File: config.mk
export PLATFORM = sky130hd
export DESIGN_NAME = fsqrt_arbiter
export DESIGN_NICKNAME = d
export VERILOG_FILES = /design/src/rtl/fsqrt_arbiter.sv
export SDC_FILE = /design/constraint.sdc
export NUM_CORES = 1
export LEC_CHECK = 0
export ABC_AREA = 0
export ABC_CLOCK_PERIOD_IN_PS = 2900
export CAP_MARGIN = 0
export CORE_ASPECT_RATIO = 1.75
export CORE_MARGIN = 5
export CORE_UTILIZATION = 40
export DETAILED_ROUTE_END_ITERATION = 10
export PLACE_DENSITY = 0.72
export SLEW_MARGIN = 40
export SYNTH_ARGS = -nofsm -noshare
export SYNTH_HDL_FRONTEND = slang
export SYNTH_SLANG_ARGS = --single-unit
export TNS_END_PERCENT = 100
File: constraint.sdc
create_clock -name clk -period 2.9 [get_ports clk]
set_input_delay 0.58 -clock clk [delete_from_list [all_inputs] [get_ports clk]]
set_output_delay 0.58 -clock clk [all_outputs]
set_load 0.02 [all_outputs]
File: src/rtl/fsqrt_arbiter.sv
// fsqrt_arbiter: round-robin sharing of one fixed-latency fsqrt pipeline among NREQ requesters
// Ports:
//   clk, rst_n                     clock, asynchronous active-low reset
//   req_valid_i, req_data_i        per-requester request valid and 32-bit operand
//   req_ready_o                    one-hot (or zero) accept for this cycle
//   resp_valid_o, resp_data_o      per-requester response FIFO non-empty and head
//   resp_ready_i                   per-requester FIFO pop
//   sqrt_a_o, sqrt_valid_o         registered issue to the fsqrt unit
//   sqrt_result_i, sqrt_out_valid_i  result returned by the fsqrt unit
//   idle_o                         no credit outstanding for any requester
//   err_o                          sticky tag/valid mismatch or FIFO overflow
module fsqrt_arbiter #(
   parameter int NREQ   = 2,
   parameter int LAT    = 3,
   parameter int RDEPTH = 4
) (
   input  logic                 clk,
   input  logic                 rst_n,
   input  logic [NREQ-1:0]      req_valid_i,
   input  logic [32*NREQ-1:0]   req_data_i,
   output logic [NREQ-1:0]      req_ready_o,
   output logic [NREQ-1:0]      resp_valid_o,
   output logic [32*NREQ-1:0]   resp_data_o,
   input  logic [NREQ-1:0]      resp_ready_i,
   output logic [31:0]          sqrt_a_o,
   output logic                 sqrt_valid_o,
   input  logic [31:0]          sqrt_result_i,
   input  logic                 sqrt_out_valid_i,
   output logic                 idle_o,
   output logic                 err_o
);
   localparam int IW = NREQ > 1 ? $clog2(NREQ) : 1;
   localparam int AW = RDEPTH > 1 ? $clog2(RDEPTH) : 1;
   localparam int CW = $clog2(RDEPTH + 1);
   localparam logic [CW-1:0] FULL = CW'(RDEPTH);
   localparam logic [IW-1:0] LAST = IW'(NREQ - 1);
   logic [NREQ-1:0]       elig, wsel, ovf, busy;
   logic                  found, wb, err_q, err_d;
   logic [IW-1:0]         grant, rr_last_q;
   logic [31:0]           sqrt_a_q;
   // Stage 0 runs alongside the issue register, so stage LAT lines up with out_valid.
   logic [LAT:0]          tag_v_q;
   logic [LAT:0][IW-1:0]  tag_id_q;
   always_comb begin
      found = 1'b0;
      grant = '0;
      for (int k = 1; k <= NREQ; k++) begin
         if (!found && elig[(int'(rr_last_q) + k) % NREQ]) begin
            found = 1'b1;
            grant = IW'((int'(rr_last_q) + k) % NREQ);
         end
      end
   end
   assign req_ready_o  = found ? NREQ'(1) << grant : '0;
   assign sqrt_valid_o = tag_v_q[0];
   assign sqrt_a_o     = sqrt_a_q;
   assign wb           = sqrt_out_valid_i & tag_v_q[LAT];
   assign err_d        = err_q | (tag_v_q[LAT] != sqrt_out_valid_i) | (|ovf);
   assign err_o        = err_q;
   assign idle_o       = ~|busy;
   always_ff @(posedge clk or negedge rst_n) begin
      if (!rst_n) begin
         rr_last_q <= LAST;
         sqrt_a_q  <= '0;
         tag_v_q   <= '0;
         tag_id_q  <= '0;
         err_q     <= 1'b0;
      end else begin
         if (found) begin
            rr_last_q <= grant;
            sqrt_a_q  <= req_data_i[32*grant +: 32];
         end
         tag_v_q  <= {tag_v_q[LAT-1:0], found};
         tag_id_q <= {tag_id_q[LAT-1:0], grant};
         err_q    <= err_d;
      end
   end
   for (genvar g = 0; g < NREQ; g++) begin : g_req
      logic [CW-1:0] cnt_q, occ_q;
      logic [AW-1:0] wptr_q, rptr_q;
      logic [31:0]   mem_q [RDEPTH];
      logic          pop, push, full;
      assign full                    = occ_q == FULL;
      assign pop                     = resp_valid_o[g] & resp_ready_i[g];
      assign wsel[g]                 = wb && tag_id_q[LAT] == IW'(g);
      // A pop in the same cycle frees the slot, so a write into a full FIFO is still legal then.
      assign push                    = wsel[g] & (~full | pop);
      assign ovf[g]                  = wsel[g] & full & ~pop;
      // Credits cover in-flight ops plus FIFO occupancy, so an accepted op always has a slot.
      assign elig[g]                 = req_valid_i[g] && cnt_q != FULL;
      assign busy[g]                 = cnt_q != '0;
      assign resp_valid_o[g]         = occ_q != '0;
      assign resp_data_o[32*g +: 32] = mem_q[rptr_q];
      always_ff @(posedge clk or negedge rst_n) begin
         if (!rst_n) begin
            cnt_q  <= '0;
            occ_q  <= '0;
            wptr_q <= '0;
            rptr_q <= '0;
         end else begin
            cnt_q <= cnt_q + CW'(req_ready_o[g]) - CW'(pop);
            occ_q <= occ_q + CW'(push) - CW'(pop);
            if (push) wptr_q <= wptr_q == AW'(RDEPTH - 1) ? '0 : wptr_q + 1'b1;
            if (pop) rptr_q <= rptr_q == AW'(RDEPTH - 1) ? '0 : rptr_q + 1'b1;
         end
      end
      always_ff @(posedge clk) begin
         if (push) mem_q[wptr_q] <= sqrt_result_i;
      end
   end
endmodule

# Word-level counts from Yosys, hierarchy flattened
# Memories as Yosys holds them, arrays and structs flattened.
# Index checks and enable logic that the tools add are counted.
[classes] addsub=14 order_cmp=2 eq_ne=9 shift=2 mux=19 n_bitwise=20 n_reduce_logical=13
[ops] operator="$shiftx A64 B7 Y32" count=1
[ops] operator="$mux W1" count=14
[ops] operator="$add A3 B1 Y3" count=4
[ops] operator="$reduce_bool A3 Y1" count=4
[ops] operator="$sub A3 B1 Y3" count=4
[ops] operator="$mux W2" count=5
[ops] operator="$and A1 B1 Y1" count=9
[ops] operator="$add A2 B1 Y2 const B" count=4
[ops] operator="$eq A2 B2 Y1 const B" count=4
[ops] operator="$eq A3 B3 Y1 const B" count=2
[ops] operator="$lt A2 B3 Y1 const B" count=2
[ops] operator="$ne A3 B3 Y1 const B" count=2
[ops] operator="$logic_and A1 B1 Y1" count=5
[ops] operator="$not A1 Y1" count=5
[ops] operator="$or A1 B1 Y1" count=4
[ops] operator="$reduce_or A2 Y1" count=2
[ops] operator="$add A1 B1 Y1 const B" count=2
[ops] operator="$and A1 B1 Y1 const A" count=2
[ops] operator="$logic_not A1 Y1" count=2
[ops] operator="$shl A1 B1 Y2 const A" count=1
[ops] operator="$ne A1 B1 Y1" count=1
[word_totals] regBits=62 mem_bits_rw=256 inputBits=103 out_inout_bits=103 n_memories=2
[mem_list] name="g_req[0].mem_q" depth=4 word_bits=32 read_ports=1 rd_ports_with_merged_regs=0 wr=1 line_no="81" source="logic [31:0] mem_q [RDEPTH];"
[mem_list] name="g_req[1].mem_q" depth=4 word_bits=32 read_ports=1 rd_ports_with_merged_regs=0 wr=1 line_no="81"

# Logic depth before layout (Yosys ltp)
# Gate-level depths: netlist of the first run.
[depth] depth_word=13 ltp_mapped=11

# Worst setup path after synthesis of the first run
# No wires, ideal clock.
[synth_timing] path_type="input port to flip-flop" from="input port resp_ready_i[0]" to="register g_req[0].occ_q[2]" arrival_ps=2482 slack_ps=295 cell_stages=11 n_path_buf=1 path_cell_list="or4b_1 and3b_1 buf_2 inv_1 ha_1 inv_1 ha_1 inv_1 fa_1 xnor2_1 xnor2_1"
[synth_via] elab_chain_len=5
[synth_rtl] element="start: declaration" line_no="24" source="input logic [NREQ-1:0] resp_ready_i,"
[synth_rtl] element="$and A1 B1 Y1 (*)" line_no="84" source="assign pop = resp_valid_o[g] & resp_ready_i[g];"
[synth_rtl] element="$or A1 B1 Y1" line_no="87" source="assign push = wsel[g] & (~full | pop);"
[synth_rtl] element="$and A1 B1 Y1" line_no="87"
[synth_rtl] element="$add A3 B1 Y3" line_no="102" source="occ_q <= occ_q + CW'(push) - CW'(pop);"
[synth_rtl] element="$sub A3 B1 Y3 (*)" line_no="102"
[synth_rtl] element="end signal: assignment" line_no="102"
[synth_rtl] element="end: declaration" line_no="79" source="logic [CW-1:0] cnt_q, occ_q;"
# Every way passes the cells marked *; elsewhere a longest branch is shown, timed or not.
# A chain may end at the register's enable or synchronous reset.

# Final worst setup path of the first run
[layout_timing] from="register g_req[0].cnt_q[1]" to="output port req_ready_o[0]"
[layout_via] elab_chain_len=11
[layout_rtl] element="start: declaration" line_no="79"
[layout_rtl] element="start signal: assignment" line_no="101" source="cnt_q <= cnt_q + CW'(req_ready_o[g]) - CW'(pop);"
[layout_rtl] element="$ne A3 B3 Y1 (*)" line_no="90" source="assign elig[g] = req_valid_i[g] && cnt_q != FULL;"
[layout_rtl] element="$logic_and A1 B1 Y1 (*)" line_no="90"
[layout_rtl] element="$mux W1 (not written as such) (3 in a row)" line_no="48" source="if (!found && elig[(int'(rr_last_q) + k) % NREQ]) begin"
[layout_rtl] element="$mux W1" line_no="48"
[layout_rtl] element="$logic_not A1 Y1" line_no="48"
[layout_rtl] element="$logic_and A1 B1 Y1" line_no="48"
[layout_rtl] element="$mux W1" line_no="48"
[layout_rtl] element="$shl A1 B1 Y2" line_no="54" source="assign req_ready_o = found ? NREQ'(1) << grant : '0;"
[layout_rtl] element="$mux W2 (*)" line_no="54"
[layout_rtl] element="end: declaration" line_no="21" source="output logic [NREQ-1:0] req_ready_o,"
# Every way passes the cells marked *; elsewhere a longest branch is shown, timed or not. The select of a mux whose other input is x is not followed.

==> impl_metrics.toml, run 1 <==
[critical_path]
cp.required_ps = 2320
worstReg2RegEnd = "g_req[0].occ_q[2]$_DFF_PN0_"
cp-end-kind = "primary output"
start_kind = "flip-flop"
regToRegSetupSlack_ps = 430
worst-setup-path-type = "flip-flop to primary output"
r2r-start = "g_req[0].occ_q[1]$_DFF_PN0_"
cp_data_arrival_time_ps = 2210
crit_fanout = 4
worst-r2r-cell-count = 10

[finish]
area_delta_synth_final_pct = 28.7
fin_area_mm2 = 0.0162
drive_above_1_share_pct = 18.5
final_util_pct = 51.6
fillers = 2501
antenna_cells = 0
nets = 996
fin_cells = 1286

[place]
gp_congestion = 0.775
port_buffers = 205
dp_hpwl_mm = 17.5
pre_cts_slack_ps = -113
placed_area_mm2 = 0.0153
dp.cells = 1233

[global_route]
grt_pass1_vias = 7278
grt_max_degree = 42
grt_pass1_wl_mm = 41.1
gr-total-overflow = 0
grt_use_total_pct = 15.1
antenna_found_initial = 1

[cts]
cts_tree = "built"
clk-insertion-delay-late_ps = 550
htree_levels = 1
clockRootBuffer = "clkbuf_16"
cts_buffers = 29
cts_buffer_depth = 3
cts.sinks = 318
path_clk_slew_ps = 60

[drt]
wl_per_cell_um = 20.5
drtIter0Drc = 272
drt-pass1-iter-count = 4
drt-total-wl_mm = 26.4
via_per_inst = 5.22
ant_nets = 0
drcViolationCount = 0
vias = 6710

[synthesis]
synth_cells = 647
async_flop_share_pct = 19.5
synth_edf_count = 256
synth_xor_area_share_pct = 0.557
synth_top_family_by_area = "multiplexers"
avgSynthCellArea_um2 = 19.4
ys_seq_area_share_pct = 73.5
ys_types = 34
synth_top_flop_cell = "edfxtp_1"
syn_area_mm2 = 0.0126
synth_seq_cells = 318
synth_warnings = 0
syn_nets = 773
yosys.area_share.simple_pct = 1.37
synth_fa_ha_area_share_pct = 2.53
synth_compound_area_share_pct = 5.49
synthMuxAreaShare_pct = 12.3

[power_and_ir_drop]
finalPower_mw = 15.4
vdd_drop_max_v = 0.000803
power_density_mw_per_mm2 = 953
power_leakage_nw = 5.93

[min_path]
hold_path.class = "input pin to async pin"

[floorplan]
design.core.area_mm2 = 0.0313
dieWidth_um = 144
ioPinCount = 206
initial_core_util_pct = 40.1
die_h_um = 244
dieArea_mm2 = 0.0352
rows = 86

[sta]
whs_ps = 12.0
skew_ps = 13.7
setup_ws_ps = 111
rsz0062_at_grt = "true"
slew_viol_final = 0
setup_tns_ps = 0
fmax_mhz = 359
tightest_slew_ps = 724
setup_viol = 0
slew-limit-headroom_pct = 51.7
period_share_pct = 96.2
hold_viol_final = 0
period_needed_ps = 2790

[flow_run]
maxCapViolations = 0

[run_status]
status = "finished, final reports clean"
-- kinds of logic (layout without fill, tap and decap cells) --
family                   after synthesis  after routing
adder cells (fa/ha/maj)               23             23
flip-flops                           318            318
AND/OR/NAND/NOR                       27             27
AO/OA/AOI/OAI                         71             71
multiplexers                          73             73
buffers and inverters                127            370
XOR/XNOR                               8              8
-- flip-flops by register name (all words and copies together) (netlist names) --
| signal | cells |
|---|---|
| g_req.mem_q | 256 |
| g_req.rptr_q | 4 |
| err_o | 1 |
| rr_last_q | 1 |
| tag_v_q | 4 |
| g_req.wptr_q | 4 |
| sqrt_a_o | 32 |
| g_req.cnt_q | 6 |
| tag_id_q | 4 |
| g_req.occ_q | 6 |
-- report_power, final --
group | internal, mW | total (mW) | leakage (nW) | switching, mW
Sequential | 5.73 | 6.13 | 3.01 | 0.398
Clock | 2.03 | 3.62 | 0.423 | 1.59
Combinational | 2.69 | 5.67 | 2.50 | 2.98
Total | 10.4 | 15.4 | 5.93 | 4.97
-- synth_stat cells (2+ instances only) --
master | n | area share [%]
edfxtp_1 | 256 | 61
inv_1 | 87 | 2.6
mux4_2 | 64 | 11
dfrtp_1 | 61 | 12
a221oi_1 | 55 | 3.8
clkbuf_1 | 23 | 0.69
ha_1 | 19 | 1.9
buf_2 | 12 | 0.48
a221oi_2 | 9 | 1.1
and2_1 | 9 | 0.45
xnor2_1 | 7 | 0.49
mux2_2 | 6 | 0.54
buf_6 | 5 | 0.45
fa_1 | 4 | 0.64
nor2_1 | 4 | 0.12
nand2_1 | 3 | 0.090
a21oi_1 | 2 | 0.080
mux2_4 | 2 | 0.24
or3_1 | 2 | 0.10
or3b_1 | 2 | 0.14
or4b_1 | 2 | 0.16
-- placed cells by master, fill, tap and decap left out, types with 2 or more instances in the layout --
cell	instances
a21oi_1	2
a221oi_1	55
a221oi_2	9
and2_2	7
buf_12	13
buf_4	13
bufinv_16	2
clkbuf_1	9
clkbuf_16	29
clkdlybuf4s50_1	139
clkinv_1	3
clkinvlp_4	2
dfrtp_1	57
dfrtp_2	3
dlygate4sd2_1	50
dlymetal6s2s_1	15
edfxtp_1	256
fa_1	4
ha_1	19
inv_1	87
inv_6	3
mux2_2	6
mux2_4	2
mux4_2	64
nand2_1	3
nor2_1	4
or3_1	2
or4b_1	2
xnor2_1	7
-- per-layer routing --
layer	global-route usage [%]	up-vias	share of wire [%]
met5	0	-	0.049
met4	3.96	2	1.8
met3	3.93	34	8.3
met2	28.5	260	55
met1	16.5	3430	35
li1	-	2984	-
-- repair_timing --
item / CTS / global route
endpoints found under the hold margin: 0 / 0
setup buffers: 2 / 0
hold buffers: 0 / 0
endpoints found under the setup margin: 50 / 16
gates resized for setup: 53 / 16
-- worst max-delay path, stage by stage (launching register included) --
cell and delay [ps]:
dfrtp_1 430, or3b_1 490, o311a_4 180, clkdlybuf4s50_1 550
-- cell type report --
class	count	area [um2]	share of cell area [%]
clock inverter	13	131	0.812
clock buffer	38	759	4.70
sequential	318	9250	57.2
timing repair buffer	232	2390	14.8
tap	396	495	3.06
inverter	87	327	2.02
multi-input combinational	202	2820	17.4
-- worst max-delay path by stage --
stage                                        endpoint  slack, ps                            from  cells past startpoint
after detailed placement  g_req[0].occ_q[2]$_DFF_PN0_       -110                 resp_ready_i[0]                     11
after global placement    g_req[0].occ_q[2]$_DFF_PN0_        -70                 resp_ready_i[0]                     11
after global routing                   req_ready_o[0]          2     g_req[1].cnt_q[1]$_DFF_PN0_                      3
after CTS                             resp_data_o[43]        0.1  g_req[1].rptr_q[0]$_DFFE_PN0N_                      3
after floorplan           g_req[0].occ_q[2]$_DFF_PN0_        300                 resp_ready_i[0]                     11
final                                  req_ready_o[0]        110     g_req[0].cnt_q[1]$_DFF_PN0_                      3
Note: power is estimated with default switching activity, not from simulation.
==> run 2, diff against run 1 <==
--- a/config.mk
+++ b/config.mk
@@ -9,8 +9,8 @@
 export ABC_CLOCK_PERIOD_IN_PS = 2900
 export CAP_MARGIN = 0
 export CORE_ASPECT_RATIO = 1.75
-export CORE_MARGIN = 5
 export CORE_UTILIZATION = 40
+export CTS_BUF_LIST = sky130_fd_sc_hd__clkbuf_4
 export DETAILED_ROUTE_END_ITERATION = 10
 export PLACE_DENSITY = 0.72
 export SLEW_MARGIN = 40
==> run 2 against run 1 <==
  * Sequential power hardly changed
  * Critical path type unchanged
  * First-iteration DRC count is 68% higher
  * Via count up 5.6%
  * Largest cell class unchanged
  * Combinational power up 3%
==> impl_metrics.toml, run 2 (same netlist as run 1, synthesis figures left out) <==
[run_status]
status = "finished, final reports clean"

[floorplan]
initial_core_util_pct = 40.8
dieArea_mm2 = 0.0322
die_h_um = 236
design.core.area_mm2 = 0.0308
rows = 85
ioPinCount = 206
dieWidth_um = 136

[drt]
via_per_inst = 5.14
wl_per_cell_um = 19.0
ant_nets = 0
drt-pass1-iter-count = 5
drtIter0Drc = 458
vias = 7086
drcViolationCount = 0
drt-total-wl_mm = 26.3

[power_and_ir_drop]
power_density_mw_per_mm2 = 960
power_leakage_nw = 6.02
vdd_drop_max_v = 0.000557
finalPower_mw = 15.7

[finish]
largest_register_ffs = 256
regArea_mm2 = 0.00925
nets = 1052
area_delta_synth_final_pct = 30.2
fillers = 2521
regMostFlops = "g_req.mem_q"
multiInputGateArea_mm2 = 0.00282
mostFrequentLayoutCell = "edfxtp_1"
drive_above_1_share_pct = 29.7
final_cell_mix = "edfxtp_1 (256), clkdlybuf4s50_1 (137), clkbuf_4 (97)"

[critical_path]
endpoint = "resp_data_o[24]"
cp_data_arrival_time_ps = 2240
worstReg2RegEnd = "g_req[0].occ_q[2]$_DFF_PN0_"
r2r-start = "g_req[0].occ_q[1]$_DFF_PN0_"
worst-r2r-cell-count = 10
cp.required_ps = 2320
crit_path_start = "g_req[0].rptr_q[0]$_DFFE_PN0N_"
start_kind = "flip-flop"
regToRegSetupSlack_ps = 400
cp-end-kind = "primary output"
crit_fanout = 10
worst-setup-path-type = "flip-flop to primary output"

[sta]
slew_viol_final = 0
period_needed_ps = 2820
period_share_pct = 97.4
hold_viol_final = 0
setup_viol = 0
rsz0062_at_grt = "true"
setup_tns_ps = 0
fmax_mhz = 354
tightest_slew_ps = 722
slew-limit-headroom_pct = 51.9
skew_ps = 33.6

[place]
port_buffers = 205
dp_hpwl_mm = 16.8
gp_congestion = 0.764

[min_path]
min_from = "tag_v_q[1]$_DFF_PN0_"
hold_path.class = "flip-flop to flip-flop"
hold_path_depth = 0

[cts]
cts.sinks = 318
clk-insertion-delay-late_ps = 690
clockRootBuffer = "clkbuf_4"
cts_buffers = 72
path_clk_slew_ps = 70
htree_levels = 3
cts_tree = "built"
cts_buffer_depth = 3

[global_route]
grt_use_total_pct = 17.2
grt_pass1_wl_mm = 40.9
grt_pass1_vias = 7611
antenna_found_initial = 2
grt_max_degree = 37
gr-total-overflow = 0

[flow_run]
maxCapViolations = 0
-- run 2: cell types whose count changed in the layout (fill, tap and decap cells not counted), moves of 12 or more --
cell / change
clkdlybuf4s15_2: +20
buf_2: +12
dlymetal6s2s_1: -15
dlygate4sd2_1: -31
clkbuf_4: +97
clkinv_1: +22
clkbuf_16: -29
-- run 2: report_power, final --
part / total (mW) / internal [mW] / switching, mW
clock: 3.74 / 2.03 / 1.71
combinational: 5.83 / 2.82 / 3.01
sequential: 6.13 / 5.73 / 0.404
total: 15.7 / 10.6 / 5.12
-- run 2: worst max-delay path, cell delays in order (launching register included) --
cell and delay, ps:
dfrtp_2 490, buf_12 180, mux4_2 550, dlygate4sd2_1 350
-- run 2: metrics by stage --
stage	hold WS (ps)	util (%)	setup WS (ps)	cells	instance area, um2
after floorplan	284	-	295	647	12600
after global placement	332	49.5	-53.7	1229	15300
after detailed placement	339	49.5	-98.7	1229	15300
after CTS	333	53.1	-70.1	1377	16400
after global routing	357	53.0	-27.9	1378	16400
final	349	53.0	76.2	1379	16400
-- run 2: metal layers --
layer / routed length, um / GRT usage (%) / vias to the layer above
met1: 8990 / 17.1 / 3576
met3: 1740 / 4.20 / 41
li1: - / - / 3166
met5: 0 / 0 / -
met2: 14800 / 32.1 / 303
met4: 772 / 9.09 / 0
-- run 2: how the worst min path moves through the flow --
stage	to	slack [ps]
final	tag_v_q[2]$_DFF_PN0_	350
after CTS	sqrt_a_o[17]$_DFFE_PN0N_	330
after global placement	tag_id_q[1]$_DFF_PN0_	330
after detailed placement	tag_id_q[1]$_DFF_PN0_	340
after global routing	tag_id_q[1]$_DFF_PN0_	360
after floorplan	err_o$_DFF_PN0_	280
-- run 2: area by class of cell --
| cell class | instances | area share (%) |
|---|---|---|
| Antenna cell | 2 | 0.0306 |
| Clock buffer | 97 | 4.45 |
| Clock inverter | 37 | 1.71 |
| Inverter | 87 | 2.00 |
| Multi-Input combinational cell | 202 | 17.2 |
| Sequential cell | 318 | 56.5 |
| Tap cell | 391 | 2.99 |
| Timing Repair Buffer | 245 | 15.1 |
-- run 2: what timing repair did --
item                       in CTS  in global routing
setup endpoints to repair      67                 15
resized for setup             153                 29
hold buffers                    1                  0
pin swaps                       0                  0
hold endpoints to repair       26                  0
buffers inserted               12                  0
cloned                          1                  0
